==> src/rtl/steer_en_pkg.sv <==
`default_nettype none
// ============================================================================
// Module  : steer_en_pkg
// Purpose : Shared types and constants for the steer-enable block: the
//           controller state encoding, default rider-weight thresholds and
//           the two settle-timer widths (simulation / silicon).
// Ports   : none (package)
// Rev     : 1.0  initial release
// ============================================================================
package steer_en_pkg;

  typedef enum logic [1:0] {
    IDLE  = 2'd0,
    WAIT  = 2'd1,
    STEER = 2'd2
  } state_t;

  localparam logic [11:0] MIN_RIDER_WT_DFLT  = 12'h200;
  localparam logic [11:0] WT_HYSTERESIS_DFLT = 12'h040;

  // Settle timer widths: short one keeps simulations tractable.
  localparam int TMR_W_FAST = 15;
  localparam int TMR_W_FULL = 26;

endpackage
`default_nettype wire

==> src/rtl/steer_tmr.sv <==
`default_nettype none
// ============================================================================
// Module  : steer_tmr
// Purpose : Saturating up-counter used as the rider settle timer.
// Ports   : clk  - system clock
//           rst  - synchronous active-high reset (count -> 0)
//           clr  - synchronous clear (count -> 0), wins over inc
//           inc  - advance count by one unless already full
//           full - count is all ones
// Rev     : 1.0  initial release
// ============================================================================
module steer_tmr #(
  parameter int WIDTH = 15
) (
  input  logic clk,
  input  logic rst,
  input  logic clr,
  input  logic inc,
  output logic full
);

  logic [WIDTH-1:0] r_count;

  assign full = &r_count;

  // Holds at all ones rather than wrapping back to zero.
  always_ff @(posedge clk) begin
    if (rst) begin
      r_count <= '0;
    end else if (clr) begin
      r_count <= '0;
    end else if (inc && !full) begin
      r_count <= r_count + 1'b1;
    end
  end

endmodule
`default_nettype wire

==> src/rtl/steer_en.sv <==
`default_nettype none
// ============================================================================
// Module  : steer_en
// Purpose : Decides when steering may be enabled from the left/right load
//           cells: detects a rider with hysteresis, requires the load to be
//           balanced for a full settle-timer period, and drops back on
//           step-off imbalance or rider departure.
// Ports   : clk       - system clock
//           rst       - synchronous active-high reset
//           lft_ld    - left load-cell sample (unsigned, 12 bit)
//           rght_ld   - right load-cell sample (unsigned, 12 bit)
//           en_steer  - steering enabled (state STEER)
//           rider_off - no rider detected (state IDLE)
// Rev     : 1.0  initial release
// ============================================================================
module steer_en
  import steer_en_pkg::*;
#(
  parameter bit          FAST_SIM      = 1'b0,
  parameter logic [11:0] MIN_RIDER_WT  = MIN_RIDER_WT_DFLT,
  parameter logic [11:0] WT_HYSTERESIS = WT_HYSTERESIS_DFLT
) (
  input  logic        clk,
  input  logic        rst,
  input  logic [11:0] lft_ld,
  input  logic [11:0] rght_ld,
  output logic        en_steer,
  output logic        rider_off
);

  localparam int          TMR_W    = FAST_SIM ? TMR_W_FAST : TMR_W_FULL;
  localparam logic [11:0] LEAVE_WT = MIN_RIDER_WT - WT_HYSTERESIS;

  state_t r_state;
  state_t w_next;

  logic [12:0] w_sum;
  logic [11:0] w_diff;
  logic [16:0] w_diff_x16;
  logic [16:0] w_sum_x15;
  logic        w_on_wt;
  logic        w_off_wt;
  logic        w_diff_small;
  logic        w_diff_big;
  logic        w_tmr_clr;
  logic        w_tmr_inc;
  logic        w_tmr_full;

  // --------------------------------------------------------------------------
  // Threshold arithmetic
  // --------------------------------------------------------------------------
  assign w_sum  = {1'b0, lft_ld} + {1'b0, rght_ld};
  assign w_diff = (lft_ld >= rght_ld) ? (lft_ld - rght_ld) : (rght_ld - lft_ld);

  assign w_on_wt      = w_sum > {1'b0, MIN_RIDER_WT};
  assign w_off_wt     = w_sum < {1'b0, LEAVE_WT};
  assign w_diff_small = {1'b0, w_diff} < {2'b00, w_sum[12:2]};

  // diff > floor(15*sum/16) is exactly 16*diff > 15*sum for integer diff;
  // the scaled form keeps every product bit in use.
  assign w_diff_x16 = {1'b0, w_diff, 4'b0000};
  assign w_sum_x15  = {4'b0000, w_sum} * 17'd15;
  assign w_diff_big = w_diff_x16 > w_sum_x15;

  // --------------------------------------------------------------------------
  // Settle timer
  // --------------------------------------------------------------------------
  steer_tmr #(
    .WIDTH (TMR_W)
  ) u_tmr (
    .clk  (clk),
    .rst  (rst),
    .clr  (w_tmr_clr),
    .inc  (w_tmr_inc),
    .full (w_tmr_full)
  );

  // --------------------------------------------------------------------------
  // State register
  // --------------------------------------------------------------------------
  always_ff @(posedge clk) begin
    if (rst) begin
      r_state <= IDLE;
    end else begin
      r_state <= w_next;
    end
  end

  // --------------------------------------------------------------------------
  // Next-state and timer control; every entry into WAIT clears the timer.
  // --------------------------------------------------------------------------
  always_comb begin
    w_next    = r_state;
    w_tmr_clr = 1'b0;
    w_tmr_inc = 1'b0;
    unique case (r_state)
      IDLE: begin
        if (w_on_wt) begin
          w_next    = WAIT;
          w_tmr_clr = 1'b1;
        end
      end
      WAIT: begin
        if (w_off_wt) begin
          w_next = IDLE;
        end else if (!w_diff_small) begin
          w_tmr_clr = 1'b1;
        end else if (w_tmr_full) begin
          w_next = STEER;
        end else begin
          w_tmr_inc = 1'b1;
        end
      end
      STEER: begin
        if (w_off_wt) begin
          w_next = IDLE;
        end else if (w_diff_big) begin
          w_next    = WAIT;
          w_tmr_clr = 1'b1;
        end
      end
      default: begin
        w_next = IDLE;
      end
    endcase
  end

  // --------------------------------------------------------------------------
  // Moore outputs
  // --------------------------------------------------------------------------
  always_comb begin
    en_steer  = (r_state == STEER);
    rider_off = (r_state == IDLE);
  end

endmodule
`default_nettype wire

==> config.mk <==
export PLATFORM = sky130hd
export DESIGN_NAME = steer_en
export DESIGN_NICKNAME = d
export VERILOG_FILES = /design/src/rtl/steer_en_pkg.sv /design/src/rtl/steer_tmr.sv /design/src/rtl/steer_en.sv
export SDC_FILE = /design/constraint.sdc
export NUM_CORES = 1
export LEC_CHECK = 0
export ABC_AREA = 1
export BUFFER_PORTS_ARGS = -buffer_cell sky130_fd_sc_hd__buf_2
export CAP_MARGIN = 15
export CORE_ASPECT_RATIO = 0.9
export CORE_MARGIN = 2
export CORE_UTILIZATION = 55
export DETAILED_ROUTE_END_ITERATION = 10
export PLACE_DENSITY = 0.73
export SLEW_MARGIN = 20
export SYNTH_ARGS = -nofsm -noshare
export SYNTH_HDL_FRONTEND = slang
export SYNTH_SLANG_ARGS = --single-unit
==> constraint.sdc <==
create_clock -name clk -period 19.4 [get_ports clk]
set_clock_uncertainty 0.2 [all_clocks]
set_input_delay 4.85 -clock clk [delete_from_list [all_inputs] [get_ports clk]]
set_output_delay 4.85 -clock clk [all_outputs]
set_load 0.01 [all_outputs]
==> impl.org <==
** Routing
- 1st-iter DRT viols :: 258
- Post-route ant nets :: 0
- After detailed routing, the average wire length per cell comes to 12.02 um.
- Total vias in the final route :: 5,550
- For this block, the routed nets add up to 13,340 um of wire.
- Post-route DRC violation count :: 0
- After detailed routing, the number of vias per cell comes to around 5.0.
- Before antenna repair, the detailed router went through 5 iterations.

** Global routing
- After global routing the overflow that remains totals 0.
- The number of antenna violations at the first check in global routing came to 0.
- The number of global-route vias before repair was 5,372.
- Across every metal layer, demand over resource in global routing totals 22.99%.
- The first global-routing pass estimated 23,090 um of wire.
- Maximum number of pins on one net before global-route repair :: 33

** Power and ir drop
- Maximum ir drop on the vdd rail :: 0.00006859 V
- Of the total power, the share spent switching nets is 54.98%.
- Portion of total power attributed to combinational logic :: 85.8%
- Summed over all cells, the static leakage comes to 3.331 nW.
- For this design the ratio of total power to cell area is 120.1 nW/um^2.
- For this design the total switching power over the nets is 415.5 uW.
- Sequential group share of total power :: 8.0%
- Clock group share of total power :: 6.2%
- Pint :: around 340 uW

** Placed design
- Buffers placed on the I/O ports in this run total 27.
- The placed instances occupy a cell area of 6218 um^2.
- Detailed placement ended at an HPWL of roughly 11,000 um.
- Routability congestion estimate from global placement :: 0.9132

** Worst setup path
- Kind of end point of the critical path :: flip-flop
- Crit path required time :: 19.34 ns
- WP data arrival :: 10.54 ns
- Of all nets on the critical path, the largest fanout is 26.
- The slowest stage of the critical path belongs to the cell fa_1.
- In this run the worst setup path begins at lft_ld[2].
- Critical path launch point type :: input port
- In this design, the stage delay of the slowest critical-path cell is roughly 0.52 ns.
- The startpoint identified for the worst register-to-register timing path is u_tmr.r_count[4].
- Most repeated library cell on the critical path :: nand2_1
- Type of the worst setup path :: in2reg

** Synthesis
- Proportion of synthesized flip-flops having asynchronous set or reset :: 0%
- Post-Synthesis Net Count :: 1,092
- After Yosys synthesis, and, or, nand and nor cells account for 35.66% of the synthesized area.
- The share of the Yosys chip area taken by registers is 9.209%.
- For this run, the leading register cell type out of synthesis is dfxtp_1.
- Cell variety after synth :: 45
- Area fraction in compound gates after synthesis :: 7.667%
- Of the total synthesized cell area, the portion taken by full adders, half adders and majority gates is ~23%.
- Main combinational cell family by area after synthesis :: simple AND/OR/NAND/NOR gates
- Of the post-synthesis cell area, the part taken by muxes is less than 1%.
- Synthesized area per cell :: 6.314 um^2
- Gate count after technology mapping :: 964
- Number of flops mapped to enable cells by yosys :: 0
- Number of synthesized register bits :: 28
- Yosys printed 0 warnings.
- Xor and xnor fraction of the mapped netlist area :: under 10%
- Summing every instance area after synthesis gives 6087 um^2.

** STA
- Setup violations remaining at the end of the flow were counted as 0.
- Fmax :: 0.09436 GHz
- For the final routed database, the setup TNS stands at 0 ns.
- Unrepaired setup endpoints after global routing :: no
- Final Hold Fails :: 0
- The count of pins over their slew limit is 0.
- Remaining max-slew budget at the tightest pin :: a little over half
- Of the available clock period, the critical path in the final layout requires 54.63%.
- Minimum clock period after layout :: 10.60 ns
- Slew at the pin with the worst max-slew slack :: ~0.69 ns

** Floorplanning
- Die Y-Extent :: 103.8 um
- 28 I/O pins were placed.
- Area of the die :: 11,930 um^2
- Die extent in x :: 114.9 um
- Core Region :: 10,810 um^2
- Initial Utilization :: 56.31%
- The initialized floorplan defines 36 standard-cell rows.

** Finish
- For this run, the post-layout net count is 1,107.
- The number of antenna diodes in the final layout is 0.
- Layout cell share with drive strength beyond 1 :: 12.08%
- Relative area change from synthesis to final layout :: 3.392%
- Finished layout cell area :: around 6300 um^2
- Counting the fill cells in the layout gives 1,121.

** Clock tree
- The root buffer cell chosen for the clock tree is clkbuf_16.
- Buffers inserted to repair hold after CTS numbered 0.
- CTS tree :: built
- Clock tree synthesis found a total of 28 sinks.
- CTS built an H-tree with a depth of 1.
- The clock reaches the later pin of the worst-skew pair after 0.26 ns.
- Maximum clock insertion buffer count :: 2
- Number of buffers inserted during clock tree synthesis :: 3
- Clock-pin slew was measured on the worst setup and hold paths at 0.07 ns.
- Postcts setup bufs :: 0
- Gates resized during post-CTS repair numbered 0.

** Run status
- The flow ran to the end, and the final reports show no timing, DRC or antenna violations.

** Run
- Reported max-cap violation count :: 0

** Min path
- The startpoint identified for the worst hold timing path is u_tmr.r_count[25].
- In this run the worst hold path is classified as reg2reg.
placed cells by master, fill, tap and decap left out, types with 3 or more instances in the layout:
master	synthesis	layout
clkbuf_16	0	3
nor2_1	73	73
nand3_2	3	3
buf_2	1	27
a21oi_1	42	42
nor2_2	28	28
nand2_4	4	4
nand4_1	13	13
nand2_1	268	268
inv_2	16	16
a31oi_1	3	3
a21oi_4	3	3
o21ai_0	9	9
o21ai_1	7	7
xnor2_1	19	19
nor4_1	5	5
inv_1	180	180
a21o_1	3	3
ha_1	86	86
nand3_1	42	42
nand2_2	19	19
nor3_1	16	16
xor2_1	38	38
dfxtp_1	28	28
fa_1	16	16
Yosys cell counts, types with 4 or more instances:
cell / n / area [um^2]
a21oi_1: 42 / 210.2
buf_4: 4 / 30.03
buf_6: 12 / 135.1
dfxtp_1: 28 / 560.5
fa_1: 16 / 320.3
ha_1: 86 / 1076
inv_1: 180 / 675.7
inv_2: 16 / 60.06
nand2_1: 268 / 1006
nand2_2: 19 / 118.9
nand2_4: 4 / 45.04
nand3_1: 42 / 210.2
nand4_1: 13 / 81.33
nor2_1: 73 / 274.0
nor2_2: 28 / 175.2
nor3_1: 16 / 80.08
nor4_1: 5 / 31.28
o21ai_0: 9 / 45.04
o21ai_1: 7 / 35.03
xnor2_1: 19 / 166.4
xor2_1: 38 / 332.8
area by class of cell:
class / count / area, um^2 / area share, %
multi-input cells: 722 / 4614 / 73.32
inverters: 197 / 742.0 / 11.79
flip-flops and latches: 28 / 560.5 / 8.907
well taps: 133 / 166.4 / 2.644
repair buffers: 27 / 135.1 / 2.147
clock buffers: 3 / 75.07 / 1.193
per-stage QoR:
stage / setup WS, ns / power [mW] / hold slack (ns) / cells / util, %
floorplan: 9.381 / 0.5900 / 0.3006 / 964 / -
global placement: 8.636 / 0.6994 / 0.3210 / 1107 / 57.52
detailed placement: 8.566 / 0.7061 / 0.3243 / 1107 / 57.52
CTS: 8.838 / 0.7573 / 0.3360 / 1110 / 58.22
global route: 8.263 / 0.8654 / 0.3955 / 1110 / 58.22
finish: 8.803 / 0.7557 / 0.3339 / 1110 / 58.22
critical path, delay by kind of cell:
family	cells	cell delay, ns
xor gates and xnor gates	2	0.57
and+or+nand+nor	20	1.94
AOI/OAI and AO/OA	4	0.86
adders and majority gates	5	2.11
buffers and inverters	3	0.18
sequential cells by signal, summed over array words and instances, names as in the netlist:
| name | count |
|---|---|
| u_tmr.r_count | 26 |
| r_state | 2 |
metal layers:
layer | GRT usage (%) | part of all wire (%)
met1 | 28.02 | 45
met4 | 5.766 | 2.0
met3 | 0.8192 | 2.0
met5 | 0 | 0
met2 | 43.61 | 51
worst paths after layout:
path / endpoint / slack, ns / cells after the start
min: u_tmr.r_count[25] / 0.33 / 4
max reg2reg: u_tmr.r_count[23] / 16.54 / 13
min reg2reg: u_tmr.r_count[25] / 0.33 / 4
max: u_tmr.r_count[15] / 8.80 / 34
logic make-up after synthesis:
| kind of cell | count (synthesis) |
|---|---|
| and+or+nand+nor | 481 |
| xor gates and xnor gates | 60 |
| DFF | 28 |
| adders and majority gates | 102 |
| buffers and inverters | 214 |
| muxes | 1 |
| AOI/OAI and AO/OA | 78 |
power groups by stage:
stage	clock [mW]	combinational (mW)	sequential [mW]
after floorplan	0	0.528	0.0616
after global placement	0	0.637	0.0619
after detailed placement	0	0.644	0.0620
after CTS	0.0477	0.649	0.0606
after global routing	0.0492	0.755	0.0609
final	0.0467	0.648	0.0607
Power figures use the tool's default switching activity.
